--- src/rtl/eth_pkg.sv ---
// Shared Ethernet constants and the receive framer state type.
// Also used by the transmit side, which shares crc32_d8.
package eth_pkg;

    localparam logic [7:0]  PREAMBLE_BYTE = 8'h55;
    localparam logic [7:0]  SFD_BYTE      = 8'hD5;

    localparam logic [31:0] CRC32_POLY    = 32'h04C1_1DB7;
    localparam logic [31:0] CRC32_INIT    = 32'hFFFF_FFFF;
    localparam logic [31:0] CRC32_RESIDUE = 32'hC704_DD7B;

    // FCS is four bytes, so one payload byte must trail behind it
    localparam int DLY_DEPTH = 5;

    typedef enum logic [1:0] {
        DROP,
        IDLE,
        PRE,
        DATA
    } rx_state_e;

endpackage

--- src/rtl/crc32_d8.sv ---
// Combinational CRC-32 advance by one byte, bits taken LSB first.
// The register is kept un-reflected, so a clean frame leaves CRC32_RESIDUE behind.
module crc32_d8
    import eth_pkg::*;
(
    input  logic [31:0] crc_in,
    input  logic [7:0]  data,
    output logic [31:0] crc_out
);

    always_comb begin
        crc_out = crc_in;
        for (int i = 0; i < 8; i++) begin
            crc_out = {crc_out[30:0], 1'b0} ^ ((crc_out[31] ^ data[i]) ? CRC32_POLY : 32'h0);
        end
    end

endmodule

--- src/rtl/eth_rx_framer.sv ---
// Receive framer: strips preamble/SFD, delays payload by the FCS length so the
// FCS can be dropped, and tags the final byte with a CRC/length/error verdict.
module eth_rx_framer
    import eth_pkg::*;
#(
    parameter int MIN_FRAME = 64,
    parameter int MAX_FRAME = 1518,
    parameter int CNT_W     = 16
) (
    input  logic             ETH_RX_CLK,
    input  logic             ETH_RX_RSTN,
    input  logic [7:0]       RX_DATA,
    input  logic             RX_DV,
    input  logic             RX_ER,
    output logic [7:0]       OUT_DATA,
    output logic             OUT_VALID,
    output logic             OUT_LAST,
    output logic             OUT_OK,
    output logic [CNT_W-1:0] FRAME_OK_CNT,
    output logic [CNT_W-1:0] FRAME_ERR_CNT
);

    localparam int LEN_W = $clog2(MAX_FRAME + 1) + 1;

    rx_state_e                      state;
    rx_state_e                      state_nxt;
    logic [LEN_W-1:0]               len;
    logic [DLY_DEPTH-1:0][7:0]      dly;
    logic [31:0]                    crc;
    logic [31:0]                    crc_nxt;
    logic                           err_flag;

    logic                           start_frame;
    logic                           accept;
    logic                           emit;
    logic                           emit_last;
    logic                           verdict_ok;
    logic                           inc_ok;
    logic                           inc_err;
    logic                           line_full;

    assign line_full = (len >= LEN_W'(DLY_DEPTH));

    crc32_d8 u_crc (
        .crc_in  (crc),
        .data    (RX_DATA),
        .crc_out (crc_nxt)
    );

    always_ff @(posedge ETH_RX_CLK or negedge ETH_RX_RSTN) begin
        if (!ETH_RX_RSTN) begin
            state <= DROP;
        end else begin
            state <= state_nxt;
        end
    end

    always_comb begin
        state_nxt   = state;
        start_frame = 1'b0;
        accept      = 1'b0;
        emit        = 1'b0;
        emit_last   = 1'b0;
        verdict_ok  = 1'b0;
        inc_ok      = 1'b0;
        inc_err     = 1'b0;
        case (state)
            DROP: begin
                if (!RX_DV) begin
                    state_nxt = IDLE;
                end
            end
            IDLE: begin
                if (RX_DV) begin
                    if (RX_DATA == PREAMBLE_BYTE) begin
                        state_nxt = PRE;
                    end else begin
                        state_nxt = DROP;
                        inc_err   = 1'b1;
                    end
                end
            end
            PRE: begin
                if (!RX_DV) begin
                    state_nxt = IDLE;
                end else if (RX_DATA == SFD_BYTE) begin
                    state_nxt   = DATA;
                    start_frame = 1'b1;
                end else if (RX_DATA != PREAMBLE_BYTE) begin
                    state_nxt = DROP;
                    inc_err   = 1'b1;
                end
            end
            DATA: begin
                if (RX_DV) begin
                    // Oversize: close the frame now as bad and ignore the rest
                    if (len == LEN_W'(MAX_FRAME)) begin
                        emit      = 1'b1;
                        emit_last = 1'b1;
                        inc_err   = 1'b1;
                        state_nxt = DROP;
                    end else begin
                        accept = 1'b1;
                        emit   = line_full;
                    end
                end else begin
                    state_nxt  = IDLE;
                    emit       = line_full;
                    emit_last  = line_full;
                    verdict_ok = line_full && (crc == CRC32_RESIDUE) && !err_flag &&
                                 (len >= LEN_W'(MIN_FRAME)) && (len <= LEN_W'(MAX_FRAME));
                    inc_ok     = verdict_ok;
                    inc_err    = !verdict_ok;
                end
            end
            default: state_nxt = DROP;
        endcase
    end

    always_ff @(posedge ETH_RX_CLK or negedge ETH_RX_RSTN) begin
        if (!ETH_RX_RSTN) begin
            OUT_DATA      <= '0;
            OUT_VALID     <= 1'b0;
            OUT_LAST      <= 1'b0;
            OUT_OK        <= 1'b0;
            FRAME_OK_CNT  <= '0;
            FRAME_ERR_CNT <= '0;
            len           <= '0;
            dly           <= '0;
            crc           <= CRC32_INIT;
            err_flag      <= 1'b0;
        end else begin
            OUT_VALID <= emit;
            OUT_LAST  <= emit_last;
            OUT_OK    <= emit_last && verdict_ok;
            if (emit) begin
                OUT_DATA <= dly[DLY_DEPTH-1];
            end
            FRAME_OK_CNT  <= FRAME_OK_CNT + CNT_W'(inc_ok);
            FRAME_ERR_CNT <= FRAME_ERR_CNT + CNT_W'(inc_err);
            if (start_frame) begin
                crc      <= CRC32_INIT;
                len      <= '0;
                err_flag <= 1'b0;
            end else if (accept) begin
                crc      <= crc_nxt;
                err_flag <= err_flag | RX_ER;
                dly      <= {dly[DLY_DEPTH-2:0], RX_DATA};
                if (len != '1) begin
                    len <= len + 1'b1;
                end
            end
        end
    end

endmodule

--- config.mk ---
export PLATFORM = sky130hd
export DESIGN_NAME = eth_rx_framer
export DESIGN_NICKNAME = d
export VERILOG_FILES = /design/src/rtl/eth_pkg.sv /design/src/rtl/crc32_d8.sv /design/src/rtl/eth_rx_framer.sv
export SDC_FILE = /design/constraint.sdc
export NUM_CORES = 1
export LEC_CHECK = 0
export BUFFER_PORTS_ARGS = -buffer_cell sky130_fd_sc_hd__buf_2
export CAP_MARGIN = 20
export CORE_AREA = 5 5 161 147
export DETAILED_ROUTE_END_ITERATION = 8
export DIE_AREA = 0 0 166 152
export HOLD_SLACK_MARGIN = 0.15
export PLACE_DENSITY_LB_ADDON = 0.3
export SYNTH_ARGS = -nofsm -noshare
export SYNTH_HDL_FRONTEND = slang
export SYNTH_SLANG_ARGS = --single-unit
export TNS_END_PERCENT = 10
--- constraint.sdc ---
create_clock -name ETH_RX_CLK -period 4.56 [get_ports ETH_RX_CLK]
set_input_delay 0.228 -clock ETH_RX_CLK [delete_from_list [all_inputs] [get_ports ETH_RX_CLK]]
set_output_delay 0.228 -clock ETH_RX_CLK [all_outputs]
set_load 0.05 [all_outputs]
# Yosys cells after proc, flatten, opt, wreduce, memory -nomap -nowiden

Cells that the tools add are included.

Register bits: 130
Latch bits: 0
Bits in writable memories: 0
Bits in read-only memories: 0
Bits of input ports: 12
Output and inout port bits: 43
Logic and storage cells: 110
Memories kept: 0

$add $sub $neg: 3
Multiply operators: 0
Divide/modulo/power cells: 0
$lt $le $gt $ge: 3
Eq/ne operators: 13
Shift operators: 0
Mux-type cells: 45
Bitwise operators: 18
Reductions and logical operators: 13

Operator list:

| kind                                                                | count |
|---|---|
| XOR 32 bit                                                          | 8 |
| two-way mux 27 bit                                                  | 8 |
| two-way mux 32 bit                                                  | 2 |
| two-way mux 12 bit                                                  | 3 |
| adder 16 x 1 -> 16 bit                                              | 2 |
| == test 32 bit (second input constant)                              | 1 |
| two-way mux 1 bit                                                   | 22 |
| two-way mux 2 bit                                                   | 8 |
| adder 12 x 1 -> 12 bit (second input constant)                      | 1 |
| == test 12 x 11 -> 1 bit (second input constant)                    | 1 |
| greater-or-equal comparator 12 x 3 -> 1 bit (second input constant) | 1 |
| greater-or-equal comparator 12 x 7 -> 1 bit (second input constant) | 1 |
| less-or-equal comparator 12 x 11 -> 1 bit (second input constant)   | 1 |
| inequality test 12 bit (second input constant)                      | 1 |
| == test 8 x 7 -> 1 bit (second input constant)                      | 1 |
| == test 8 bit (second input constant)                               | 1 |
| inequality test 8 x 7 -> 1 bit (second input constant)              | 1 |
| one-hot mux 2 bit (4 select lines)                                  | 1 |
| XOR 1 bit                                                           | 8 |
| logical AND 1 bit                                                   | 5 |
| == test 2 bit (second input constant)                               | 2 |
| inequality test 2 bit (second input constant)                       | 2 |
| inequality test 4 bit (second input constant)                       | 1 |
| AND reduction 2 bit                                                 | 2 |
| other kinds (9)                                                     | 11 |

# Depth between registers and ports, before layout

Word-level depth: 26
Mapped depth: 13
Gate-level depth less buffers: 13

# Modules after synthesis

A second synthesis with hierarchy kept.

Cell total of the unflattened synthesis: 573
Area total of the unflattened synthesis: 6785.3 µm²

By module, submodules not included:

| module        | times used | cells each | area each (µm²) | seq. area each (µm²) |
|---|---|---|---|---|
| eth_rx_framer | 1          | 510        | 5795.6          | 3293.2 |
| crc32_d8      | 1          | 63         | 989.7           | 0.0 |

# Least setup slack after synthesis

OpenSTA, ideal clock, no wires.

Path kind: flip-flop to flip-flop
Start point: reg len[6]
End point: reg FRAME_ERR_CNT[14]
Setup time: 141 ps
Arrival: 2722 ps
Required time: 4419 ps
Slack: 1697 ps
Stages on the path, launching flop included: 13
Path buffers: 0
Period minus slack after synthesis: 2863 ps
Cells stage by stage: dfrtp_1 -> or4_1 -> nor3_1 -> nor4_1 -> a311o_1 -> a21oi_1 -> ha_1 -> ha_1 -> nand2_1 -> nor2_1 -> and4_1 -> nand4_1 -> xnor2_1

Cells in the longest elaborated chain, start to end: 9
Elaborated cells on any way between the ends: 13
Those cells by class: add/sub (1); order compare (3); eq/ne (1); mux (3); reduce/logical (5)

RTL lines:

| item                                        | RTL line             | source |
|---|---|---|
| from (decl)                                 | eth_rx_framer.sv:27  | `logic [LEN_W-1:0] len;` |
| from (signal assigned)                      | eth_rx_framer.sv:150 | `len <= len + 1'b1;` |
| greater-or-equal comparator 12 x 3 -> 1 bit | eth_rx_framer.sv:42  | `assign line_full = (len >= LEN_W'(DLY_DEPTH));` |
| logical AND 1 bit (3 in series)             | eth_rx_framer.sv:110 | `verdict_ok = line_full && (crc == CRC32_RESIDUE) && !err_flag &&` |
| logical AND 1 bit                           | eth_rx_framer.sv:111 | `(len >= LEN_W'(MIN_FRAME)) && (len <= LEN_W'(MAX_FRAME));` |
| logical NOT 1 bit                           | eth_rx_framer.sv:113 | `inc_err = !verdict_ok;` |
| two-way mux 1 bit *                         | eth_rx_framer.sv:95  | `if (RX_DV) begin` |
| one-hot mux 1 bit (3 select lines) *        | eth_rx_framer.sv:67  | `case (state)` |
| adder 16 x 1 -> 16 bit *                    | eth_rx_framer.sv:140 | `FRAME_ERR_CNT <= FRAME_ERR_CNT + CNT_W'(inc_err);` |
| to (signal assigned)                        | eth_rx_framer.sv:140 |  |
| to (decl)                                   | eth_rx_framer.sv:20  | `output logic [CNT_W-1:0] FRAME_ERR_CNT` |

Every way passes the cells marked *; elsewhere a longest branch is shown, timed or not.
A chain may end at the register's enable or synchronous reset.

# Final worst setup path

Ends and elaborated chain as after synthesis.

==> summary.md <==
| Metric | Value |
|---|---|
| H-tree Lvls | 4 |
| DP HPWL | between 9000 and 10000 um |
| Hold path depth | 3 |
| Die Wd | 166 um |
| CP arrival | 3.51 ns |
| Final setup vio count | 0 |
| CTS resizes | 0 |
| Number of core rows | 52 |
| Setup crit end kind | flop |
| Hold Fails Final Rpt | 0 |
| Starting Density | 0.281 |
| Minimum clock period | ~3.2 ns |
| DRT Pass-1 Iters | 5 |
| Maximum vdd drop | 210 uV |
| Top delay family on crit path | simple AND/OR/NAND/NOR gates |
| Inserted Diodes | 0 |
| Area contributors post-synth | dfrtp_1 (40%), dfstp_2 (14%), mux2_2 (8.9%) |
| CTS sink cnt | 130 |
| Yosys warning count | 0 |
| Wirelength per Cell | 14.7 um |
| Leading area contributor after synthesis | dfrtp_1 |
| Most frequent cells in the layout | dfrtp_1 (98), xnor2_1 (57), nor2_1 (54) |
| Worst setup SP type | flop |
| Synth top area share | 0.396 |
| Routed wire length | 13500 um |
| Placer Congestion | between 0.8 and 0.9 |
| Max Fclk | a little over 300 MHz |
| Most used cell, CP | ha_1 |
| Post-synth EDFFs | 0 |
| Power Dens Cells | between 400 and 500 nW/um^2 |
| Worst-path clk slew | 0.06 ns |
| Synth cell types | 50 |
| Seq cells post-synth | 130 |
| Hold_sp | RX_DV |
| Slew HR | 0.292 |
| Sequential area share after synthesis | 0.532 |
| Synthesized Nets | between 500 and 600 |
| Vias in the first global route | 4412 |
| TritonCTS clock tree | built |
| CP max stage cell | or4_1 |
| CP required | 4.86 ns |
| Run status | finished clean |
| Leak Pwr | 3.41 nW |
| Post-Layout Inst Area | 7490 um^2 |
| Filler cells | 2209 |
| Most common library cell in the layout ignoring fill and taps | dfrtp_1 |
| R2R Setup Slk | approximately 1.4 ns |
| Pin count of the biggest net entering global routing | 69 |
| Worst R2R Path Depth | 12 |
| Die area | 25200 um^2 |
| Area growth from synthesis to layout | 20.9% |
| Clock Path Buffers | 2 |
| Critical path cell sequence | or4_1, nor3_1, nor4_1, a311o_1, a21oi_1, ha_1, ha_1, nand2_1, nor2_1, and4_1, nand4_1, xnor2_1 |
| DRT iter0 DRCs | 344 |
| Initial antenna violation count | 0 |
| Hold endpoint | OUT_LAST |
| I/O Pins | 55 |
| Crit-path max FO | 7 |
| RR Endpoint | FRAME_ERR_CNT[14] |
| Clock Tree Root | clkbuf_16 |
| Avg Vias per Cell | approximately 4.6 |
| Min-Delay Path Class | in -> reg |
| Reported max-cap violation count | 0 |
| GRT Total Usage | 0.111 |
| Total core area | ~22000 um^2 |
| Area after DPL | 6810 um^2 |
| Layout cell share with drive strength beyond 1 | 0.283 |
| Worst Path Buf+Inv | 0 |
| Clock skew | roughly 0.015 ns |
| Port Buf Inserts | 54 |
| Measured slew at the worst slew-check pin | 1.06 ns |
| Slowest stage delay, CP | 0.53 ns |
| Skew-Pair Late Insertion Delay | 0.42 ns |
| DRT antenna net count | 0 |
| Syn Area/Cell | about 12 um^2 |
| Die height | 152 um |
| Crit share post-route | 0.703 |
| Cells after Synth | 533 |
| Reg-to-Reg Start | len[6] |
| Critical path class | reg -> reg |
| Ys async rst share | 1.00 |
| Grt total ovfl | 0 |
| Count of final max-slew check failures | 0 |
| DRC | 0 |
| RSZ-0062 raised after global routing | no |
| CTS Buf Count | 17 |
| Ys flop type | dfrtp_1 |
| Setup tns final | 0 ns |
| Mapped Area | 6190 um^2 |
| Via Count | 4192 |
| Final nets | 630 |
| First-pass GRT wire length | between 20000 and 25000 um |
[Yosys cell counts, drive strengths merged (3+ instances only)]
cell type and n:
xnor3 4, nand3 20, dfrtp 98, nand2 21, xnor2 58, or3 8
buf 5, o21ai 14, dfstp 32, a21oi 44, nor2 54, nor3 7
or4 3, ha 13, xor2 32, and2 3, mux2 49, inv 12
and4 4, clkbuf 11, nor4bb 4, nand4 9
[cell families (layout without fill, tap and decap cells)]
| group | Yosys count | in the layout | share of synthesized area |
|---|---|---|---|
| XOR/XNOR | 95 | 95 | 0.148 |
| multiplexers | 50 | 50 | 0.0907 |
| AO/OA/AOI/OAI | 69 | 69 | 0.0624 |
| AND/OR/NAND/NOR | 148 | 148 | 0.122 |
| buffers and inverters | 28 | 113 | 0.0188 |
| flip-flops | 130 | 130 | 0.532 |
| adder cells (fa/ha/maj) | 13 | 13 | 0.0263 |
[flip-flops by register name (all words and copies together) (netlist names)]
signal / count
FRAME_ERR_CNT: 16
FRAME_OK_CNT: 16
OUT_DATA: 8
OUT_LAST: 1
OUT_OK: 1
OUT_VALID: 1
crc: 32
dly: 40
err_flag: 1
len: 12
state: 2
[worst reg2reg max path, stage by stage (launching register included)]
cell and delay, ns:
dfrtp_1 0.43, or4_1 0.53, nor3_1 0.23, nor4_1 0.13, a311o_1 0.33, a21oi_1 0.18
ha_1 0.21, ha_1 0.21, nand2_1 0.07, nor2_1 0.24, and4_1 0.26, nand4_1 0.12
xnor2_1 0.14
[through the flow]
| step | instances | setup WS, ns | power, mW | hold slack, ns | util |
|---|---|---|---|---|---|
| 6_report | 915 | 1.35 | 3.16 | 0.190 | 0.340 |
| 5_1_grt | 915 | 1.05 | 3.31 | 0.191 | 0.340 |
| 4_1_cts | 914 | 1.35 | 3.20 | 0.168 | 0.339 |
| 3_5_place_dp | 873 | 1.37 | 1.81 | 0.400 | 0.309 |
| 3_3_place_gp | 873 | 1.46 | 1.80 | 0.406 | 0.309 |
| 2_1_floorplan | 533 | 1.70 | 1.67 | -0.0676 | - |
[per-layer routing]
layer  global-route usage  wire [um]  vias up
met3               0.0374        605       13
met5                    0          0        -
li1                     -          -     1987
met4               0.0295        125        0
met1                0.157       6820     2115
met2                0.163       5950       77
[worst max path at each step]
| stage | depth (start not counted) | start | end |
|---|---|---|---|
| final | 12 | len[6] | FRAME_ERR_CNT[14] |
| after global routing | 12 | len[6] | FRAME_ERR_CNT[14] |
| after CTS | 12 | len[6] | FRAME_ERR_CNT[14] |
| after detailed placement | 12 | len[6] | FRAME_ERR_CNT[14] |
| after global placement | 12 | len[6] | FRAME_ERR_CNT[14] |
| after floorplan | 12 | len[6] | FRAME_ERR_CNT[14] |
[power by group]
group | switching (mW) | leakage, nW | total (mW) | internal, mW
Sequential | 0.0534 | 1.67 | 1.27 | 1.22
Clock | 0.504 | 0.270 | 1.36 | 0.856
Combinational | 0.312 | 1.47 | 0.531 | 0.219
[layout make-up]
type	count	area, um^2	area share
sequential	130	3290	0.440
multi-input combinational	375	2790	0.373
clock buffer	22	444	0.0593
timing repair buffer	69	408	0.0545
tap	297	372	0.0496
clock inverter	10	135	0.0180
inverter	12	45.0	0.00602
[timing repair]
item	4_1_cts	5_1_grt
setup endpoints to repair	0	0
setup buffers	0	0
endpoints found under the hold margin	43	0
hold buffers	9	0
No activity file was read; power rests on OpenSTA's default activity.
